==> config.mk <==
export PLATFORM = sky130hd
export DESIGN_NAME = uart_tx_scheduler_flat
export DESIGN_NICKNAME = d
export VERILOG_FILES = /design/src/rtl/uart_tx_scheduler_if.sv /design/src/rtl/uart_tx_scheduler.sv /design/src/flat_wrapper.sv
export SDC_FILE = /design/constraint.sdc
export NUM_CORES = 1
export LEC_CHECK = 0
export CORE_MARGIN = 1.5
export CORE_UTILIZATION = 35
export CTS_CLUSTER_DIAMETER = 80
export CTS_CLUSTER_SIZE = 10
export DETAILED_ROUTE_END_ITERATION = 10
export PLACE_DENSITY = 0.57
export SLEW_MARGIN = 20
export SYNTH_ARGS = -nofsm -noshare
export SYNTH_HDL_FRONTEND = slang
export SYNTH_SLANG_ARGS = --single-unit
export TNS_END_PERCENT = 1
==> constraint.sdc <==
create_clock -name clk -period 5.69 [get_ports clk]
set_clock_uncertainty 0.1 [all_clocks]
set_input_delay 0.8535 -clock clk [delete_from_list [all_inputs] [get_ports clk]]
set_output_delay 0.8535 -clock clk [all_outputs]
set_load 0.05 [all_outputs]
==> src/rtl/uart_tx_scheduler_if.sv <==
// Bus between the memory-access stage, the transmit scheduler and the uart.
// The master side is the pipeline (push requests), the slave side is the scheduler.
interface uart_tx_scheduler_if #(
  parameter int DEPTH = 16
);
  localparam int LEVEL_W = $clog2(DEPTH) + 1;

  logic               wr_i;
  logic [7:0]         wr_data_i;
  logic               full_o;
  logic               stall_o;
  logic               overflow_o;
  logic [LEVEL_W-1:0] level_o;
  logic               idle_o;
  logic               uart_wr_o;
  logic [7:0]         uart_dat_o;

  modport master (
    output wr_i, wr_data_i,
    input  full_o, stall_o, overflow_o, level_o, idle_o, uart_wr_o, uart_dat_o
  );

  modport slave (
    input  wr_i, wr_data_i,
    output full_o, stall_o, overflow_o, level_o, idle_o, uart_wr_o, uart_dat_o
  );
endinterface

==> src/rtl/uart_tx_scheduler.sv <==
// UART transmit scheduler: buffers stores to UART_ADDR in a FIFO and releases
// one byte per frame slot as a single-cycle write strobe to the uart.
module uart_tx_scheduler #(
  parameter int DEPTH        = 16,
  parameter int FRAME_CYCLES = 10850
) (
  input  logic              clk,
  input  logic              reset,
  uart_tx_scheduler_if.slave bus
);
  localparam int PTR_W   = $clog2(DEPTH);
  localparam int LEVEL_W = $clog2(DEPTH) + 1;
  localparam int TIMER_W = $clog2(FRAME_CYCLES) + 1;

  localparam logic [LEVEL_W-1:0] FULL_LEVEL = LEVEL_W'(DEPTH);
  localparam logic [LEVEL_W-1:0] ONE_LEVEL  = LEVEL_W'(1);
  // The timer counts the cycles left in the current slot, the strobe cycle
  // included, so loading FRAME_CYCLES spaces strobes exactly FRAME_CYCLES apart.
  localparam logic [TIMER_W-1:0] TIMER_LOAD = TIMER_W'(FRAME_CYCLES);
  localparam logic [TIMER_W-1:0] TIMER_ONE  = TIMER_W'(1);

  typedef enum logic {
    ST_IDLE,
    ST_GAP
  } state_t;

  logic [7:0]         mem [DEPTH];
  logic [PTR_W-1:0]   wr_ptr_reg;
  logic [PTR_W-1:0]   rd_ptr_reg;
  logic [LEVEL_W-1:0] level_reg;
  logic               overflow_reg;
  logic               uart_wr_reg;
  logic [7:0]         uart_dat_reg;
  state_t             state_reg;
  state_t             state_next;
  logic [TIMER_W-1:0] timer_reg;
  logic [TIMER_W-1:0] timer_next;

  logic full;
  logic fifo_empty;
  logic push;
  logic pop;

  // Full is judged on the registered level only, so a pop in the same cycle
  // never rescues a push made against a full FIFO.
  assign full       = (level_reg == FULL_LEVEL);
  assign fifo_empty = (level_reg == '0);
  assign push       = bus.wr_i & ~full;

  // Next-state logic: pop at the start of each slot while data is queued.
  always_comb begin
    state_next = state_reg;
    timer_next = timer_reg;
    pop        = 1'b0;
    case (state_reg)
      ST_IDLE: begin
        if (!fifo_empty) begin
          pop        = 1'b1;
          timer_next = TIMER_LOAD;
          state_next = ST_GAP;
        end
      end
      ST_GAP: begin
        if (timer_reg == TIMER_ONE) begin
          if (!fifo_empty) begin
            pop        = 1'b1;
            timer_next = TIMER_LOAD;
          end else begin
            timer_next = '0;
            state_next = ST_IDLE;
          end
        end else begin
          timer_next = timer_reg - TIMER_ONE;
        end
      end
      default: begin
        state_next = ST_IDLE;
        timer_next = '0;
      end
    endcase
  end

  // State and slot timer registers.
  always_ff @(posedge clk) begin
    if (reset) begin
      state_reg <= ST_IDLE;
      timer_reg <= '0;
    end else begin
      state_reg <= state_next;
      timer_reg <= timer_next;
    end
  end

  // FIFO storage; no reset so it maps onto block RAM.
  always_ff @(posedge clk) begin
    if (push) begin
      mem[wr_ptr_reg] <= bus.wr_data_i;
    end
  end

  // FIFO pointers, occupancy counter, sticky overflow flag.
  always_ff @(posedge clk) begin
    if (reset) begin
      wr_ptr_reg   <= '0;
      rd_ptr_reg   <= '0;
      level_reg    <= '0;
      overflow_reg <= 1'b0;
    end else begin
      if (push) begin
        wr_ptr_reg <= wr_ptr_reg + 1'b1;
      end
      if (pop) begin
        rd_ptr_reg <= rd_ptr_reg + 1'b1;
      end
      case ({push, pop})
        2'b10:   level_reg <= level_reg + ONE_LEVEL;
        2'b01:   level_reg <= level_reg - ONE_LEVEL;
        default: level_reg <= level_reg;
      endcase
      if (bus.wr_i && full) begin
        overflow_reg <= 1'b1;
      end
    end
  end

  // Uart strobe and data: registered read of the FIFO head on each pop.
  always_ff @(posedge clk) begin
    if (reset) begin
      uart_wr_reg  <= 1'b0;
      uart_dat_reg <= 8'h00;
    end else begin
      uart_wr_reg <= pop;
      if (pop) begin
        uart_dat_reg <= mem[rd_ptr_reg];
      end
    end
  end

  assign bus.full_o     = full;
  assign bus.stall_o    = bus.wr_i & full;
  assign bus.overflow_o = overflow_reg;
  assign bus.level_o    = level_reg;
  assign bus.idle_o     = (state_reg == ST_IDLE) && fifo_empty;
  assign bus.uart_wr_o  = uart_wr_reg;
  assign bus.uart_dat_o = uart_dat_reg;
endmodule
==> src/flat_wrapper.sv <==
// flat-port wrapper written by rule: the top's interface ports become plain ports
module uart_tx_scheduler_flat 
#(
  parameter int DEPTH        = 16,
  parameter int FRAME_CYCLES = 10850
)
  (clk, reset, bus_wr_i, bus_wr_data_i, bus_full_o, bus_stall_o, bus_overflow_o, bus_level_o, bus_idle_o, bus_uart_wr_o, bus_uart_dat_o);
  uart_tx_scheduler_if #(.DEPTH(DEPTH)) bus_i ();
  input  logic clk;
  input  logic reset;
  input wire logic [$bits(bus_i.wr_i)-1:0] bus_wr_i;
  input wire logic [$bits(bus_i.wr_data_i)-1:0] bus_wr_data_i;
  output wire logic [$bits(bus_i.full_o)-1:0] bus_full_o;
  output wire logic [$bits(bus_i.stall_o)-1:0] bus_stall_o;
  output wire logic [$bits(bus_i.overflow_o)-1:0] bus_overflow_o;
  output wire logic [$bits(bus_i.level_o)-1:0] bus_level_o;
  output wire logic [$bits(bus_i.idle_o)-1:0] bus_idle_o;
  output wire logic [$bits(bus_i.uart_wr_o)-1:0] bus_uart_wr_o;
  output wire logic [$bits(bus_i.uart_dat_o)-1:0] bus_uart_dat_o;
  assign bus_i.wr_i = bus_wr_i;
  assign bus_i.wr_data_i = bus_wr_data_i;
  assign bus_full_o = bus_i.full_o;
  assign bus_stall_o = bus_i.stall_o;
  assign bus_overflow_o = bus_i.overflow_o;
  assign bus_level_o = bus_i.level_o;
  assign bus_idle_o = bus_i.idle_o;
  assign bus_uart_wr_o = bus_i.uart_wr_o;
  assign bus_uart_dat_o = bus_i.uart_dat_o;
  uart_tx_scheduler #(.DEPTH(DEPTH), .FRAME_CYCLES(FRAME_CYCLES)) u_core (.clk(clk), .reset(reset), .bus(bus_i));
endmodule
==> results.toml <==
[floorplanning]
rows = 51
die_area_mm2 = 0.0206
start_util_pct = 35.6
die_w_um = 143
fp.dieH_um = 143
io_pins = 29
coreArea_mm2 = 0.0194

[setup_path]
critPathCaptureType = "register"
cpMostUsedCell = "ha_1"
reg2reg_from = "u_core.timer_reg[0]"
cp_num_cells = 13
worstPathArrival_ns = 4.85
worstPathMaxFanout = 13
critical_path.top_delay_family = "simple AND/OR/NAND/NOR gates"
worstSetupStartpointType = "register"
cp_slowest_stage_delay_ns = 0.72
r2r_end = "u_core.bus.level_o[4]"
crit_path_top_delay_cell = "o41ai_4"
path_buf_inv = 2
path_class = "register to register"
cp_cell_sequence = "ha_1 > or4b_1 > o41ai_4 > nand2_1 > inv_2 > ha_1 > inv_1 > fa_1 > nor2b_1 > o21ai_1 > and3_1 > or4_1 > a21oi_1"
reg2reg_slack_ns = 1.10
rr_worst_depth = 13
crit_required_ns = 5.95

[logic_synthesis]
synthCells = 453
synthAdderAreaFrac_pct = 2.28
syn_area_mm2 = 0.00690
yosysWarnings = 0
ys_seq_area_share_pct = 67.0
synth-main-ff-cell = "edfxtp_1"
yosysTopAreaCell = "edfxtp_1"
synth_commonest_cells = "128 x edfxtp_1, 52 x nor2_1, 39 x dfxtp_1"
synth_most_common_cell = "edfxtp_1"
syn_avg_cell_area_um2 = 15.2
synth_top_family_by_area = "multiplexers"
netlist-cell-type-count = 51
synth_simple_gate_area_share_pct = 8.27
ys_ff_latch = 167
synth_enable_flop_cells = 128
synth_compound_gate_area_share_pct = 8.29
ys_top_cells_by_area = "edfxtp_1 56%, dfxtp_1 11%, mux4_2 10%"
ys_async_sr_fraction_pct = 0
synthXorXnorAreaFrac_pct = 1.27
synth_top_area_share_pct = 55.7
synth_nets = 476
synth_mux_area_share_pct = 10.6

[routing]
drt_wl_total_um = 14400
vias_per_cell = 5.18
num_vias = 3941
wire_per_inst_um = 19.0
antenna_left = 0
drc_errors = 0
drtIter0Drc = 271
firstDrtPassIters = 4

[global_route]
grt-ovfl-total = 0
grt_pass1_vias = 4035
antenna_found_initial = 0
grt_max_degree = 40
use_met2_pct = 25.4
grt.busiest_layer = "met2"
grtUsageMet1_pct = 19.9
grt_pass1_wl_um = 22900
use_met3_pct = 3.27
grt_use_total_pct = 15.4

[cells_and_area]
post-route-cell-area_mm2 = 0.00802
regArea_mm2 = 0.00463
areaGrowthSynthToFinish_pct = 16.2
layout.nets = 506
final.fill_count = 1762
multiInputGateArea_mm2 = 0.00212
largest_reg_flops = 128
antenna_cells = 0
final_core_util_pct = 41.4
layout-drive-gt1-share_pct = 17.3

[placement]
portBuffers = 28
hpwl_um = 9120
routabilityCongestion = 0.859
post_dp_cell_area_mm2 = 0.00746

[sta]
hold_viol = 0
fmax_mhz = 218
min_period_ns = 4.59
hold_slack_ns = 0.381
relSlewSlack_pct = 30.0
setup_viol = 0
tightestPinTransition_ns = 1.05
rsz0062_at_grt = "false"
finalCritPeriodShare_pct = 80.7
fin_setup_tns_ns = 0
slew_violations = 0

[worst_hold_path]
worstHoldPathType = "register to register"
min_path_cells = 2
hold-path-endpoint = "u_core.bus.overflow_o"
worstHoldStart = "u_core.bus.overflow_o"

[power_and_ir_drop]
leakagePower_nw = 2.57
p_total_w = 0.00400
power_density_mw_per_mm2 = 499
worst_ir_drop_vdd_mv = 0.254

[run]
maxCapViolations = 0

[clock_tree]
htree_levels = 4
clock_latency_ns = 0.43
cts_resized = 0
path_clk_slew_ns = 0.07
cts_tree = "yes"
clk_path_buf_depth = 2
clock-sinks = 167
cts_root_buf = "clkbuf_16"
cts_made_buffers = 17
hold_buffers = 0
cts_setup_buffers = 0

[run_status]
status = "complete, no violations"
==> metrics by stage <==
step           worst slack, ns  cells
4_1_cts                   1.13    761
6_report                  1.10    761
5_1_grt                  0.802    761
3_3_place_gp              1.32    729
2_1_floorplan             2.26    453
3_5_place_dp              1.15    729
==> metal layers <==
layer	routed length, um	vias up
li1	-	1828
met1	6510	1999
met2	6980	90
met3	691	24
met4	265	0
met5	0	-
==> cell type report <==
cell class              instances  area share, %
inverters                      12          0.562
clock inverters                13           1.65
flip-flops and latches        167           57.7
clock buffers                  19           5.40
repair buffers                 35           4.15
well taps                     265           4.13
multi-input cells             250           26.4
==> worst reg2reg max path: stages, from the launching register on <==
cell	delay, ns
dfxtp_1	0.45
ha_1	0.20
or4b_1	0.54
o41ai_4	0.72
nand2_1	0.48
inv_2	0.27
ha_1	0.26
inv_1	0.10
fa_1	0.39
nor2b_1	0.19
o21ai_1	0.10
and3_1	0.20
or4_1	0.39
a21oi_1	0.14
==> worst max-delay path by stage <==
stage,startpoint,end,slack [ns]
floorplan,u_core.timer_reg[0],u_core.bus.level_o[4],2.26
global placement,u_core.timer_reg[0],u_core.bus.level_o[4],1.32
detailed placement,u_core.timer_reg[0],u_core.bus.level_o[4],1.15
CTS,u_core.timer_reg[0],u_core.bus.level_o[4],1.13
global route,u_core.timer_reg[0],u_core.bus.level_o[4],0.80
finish,u_core.timer_reg[0],u_core.bus.level_o[4],1.10
==> cell families after synthesis <==
kind of cell	count (synthesis)
flops	167
simple gates	118
compound gates	77
buf+inv	36
mux	33
fa+ha+maj	12
xor+xnor	10
==> placed cells by master (no fill, tap or decap), types with 3 or more instances in the layout <==
cell type	netlist	routed
and2_1	3	3
nor2b_1	5	4
nor4_1	4	4
o21ai_1	6	6
a22oi_1	16	16
clkdlybuf4s50_1	0	28
nor3_1	10	10
or4_1	6	6
dfxtp_1	39	38
nand2_1	17	17
inv_8	0	5
a31oi_1	5	5
inv_6	0	3
nor2_1	52	52
a21oi_1	23	23
a211oi_2	8	8
o31ai_1	4	4
xnor2_1	5	5
ha_1	11	11
mux4_2	32	32
clkbuf_16	0	17
a211oi_1	3	3
edfxtp_1	128	128
nand2b_1	3	3
xor2_1	5	5
nand3_1	4	4
buf_4	0	7
inv_1	10	10
==> power breakdown <==
| group | switching (W) | internal, W |
|---|---|---|
| clock | 0.000518 | 0.000582 |
| sequential | 0.000147 | 0.00144 |
| combinational | 0.000820 | 0.000494 |
(Power assumes the default switching activity.)
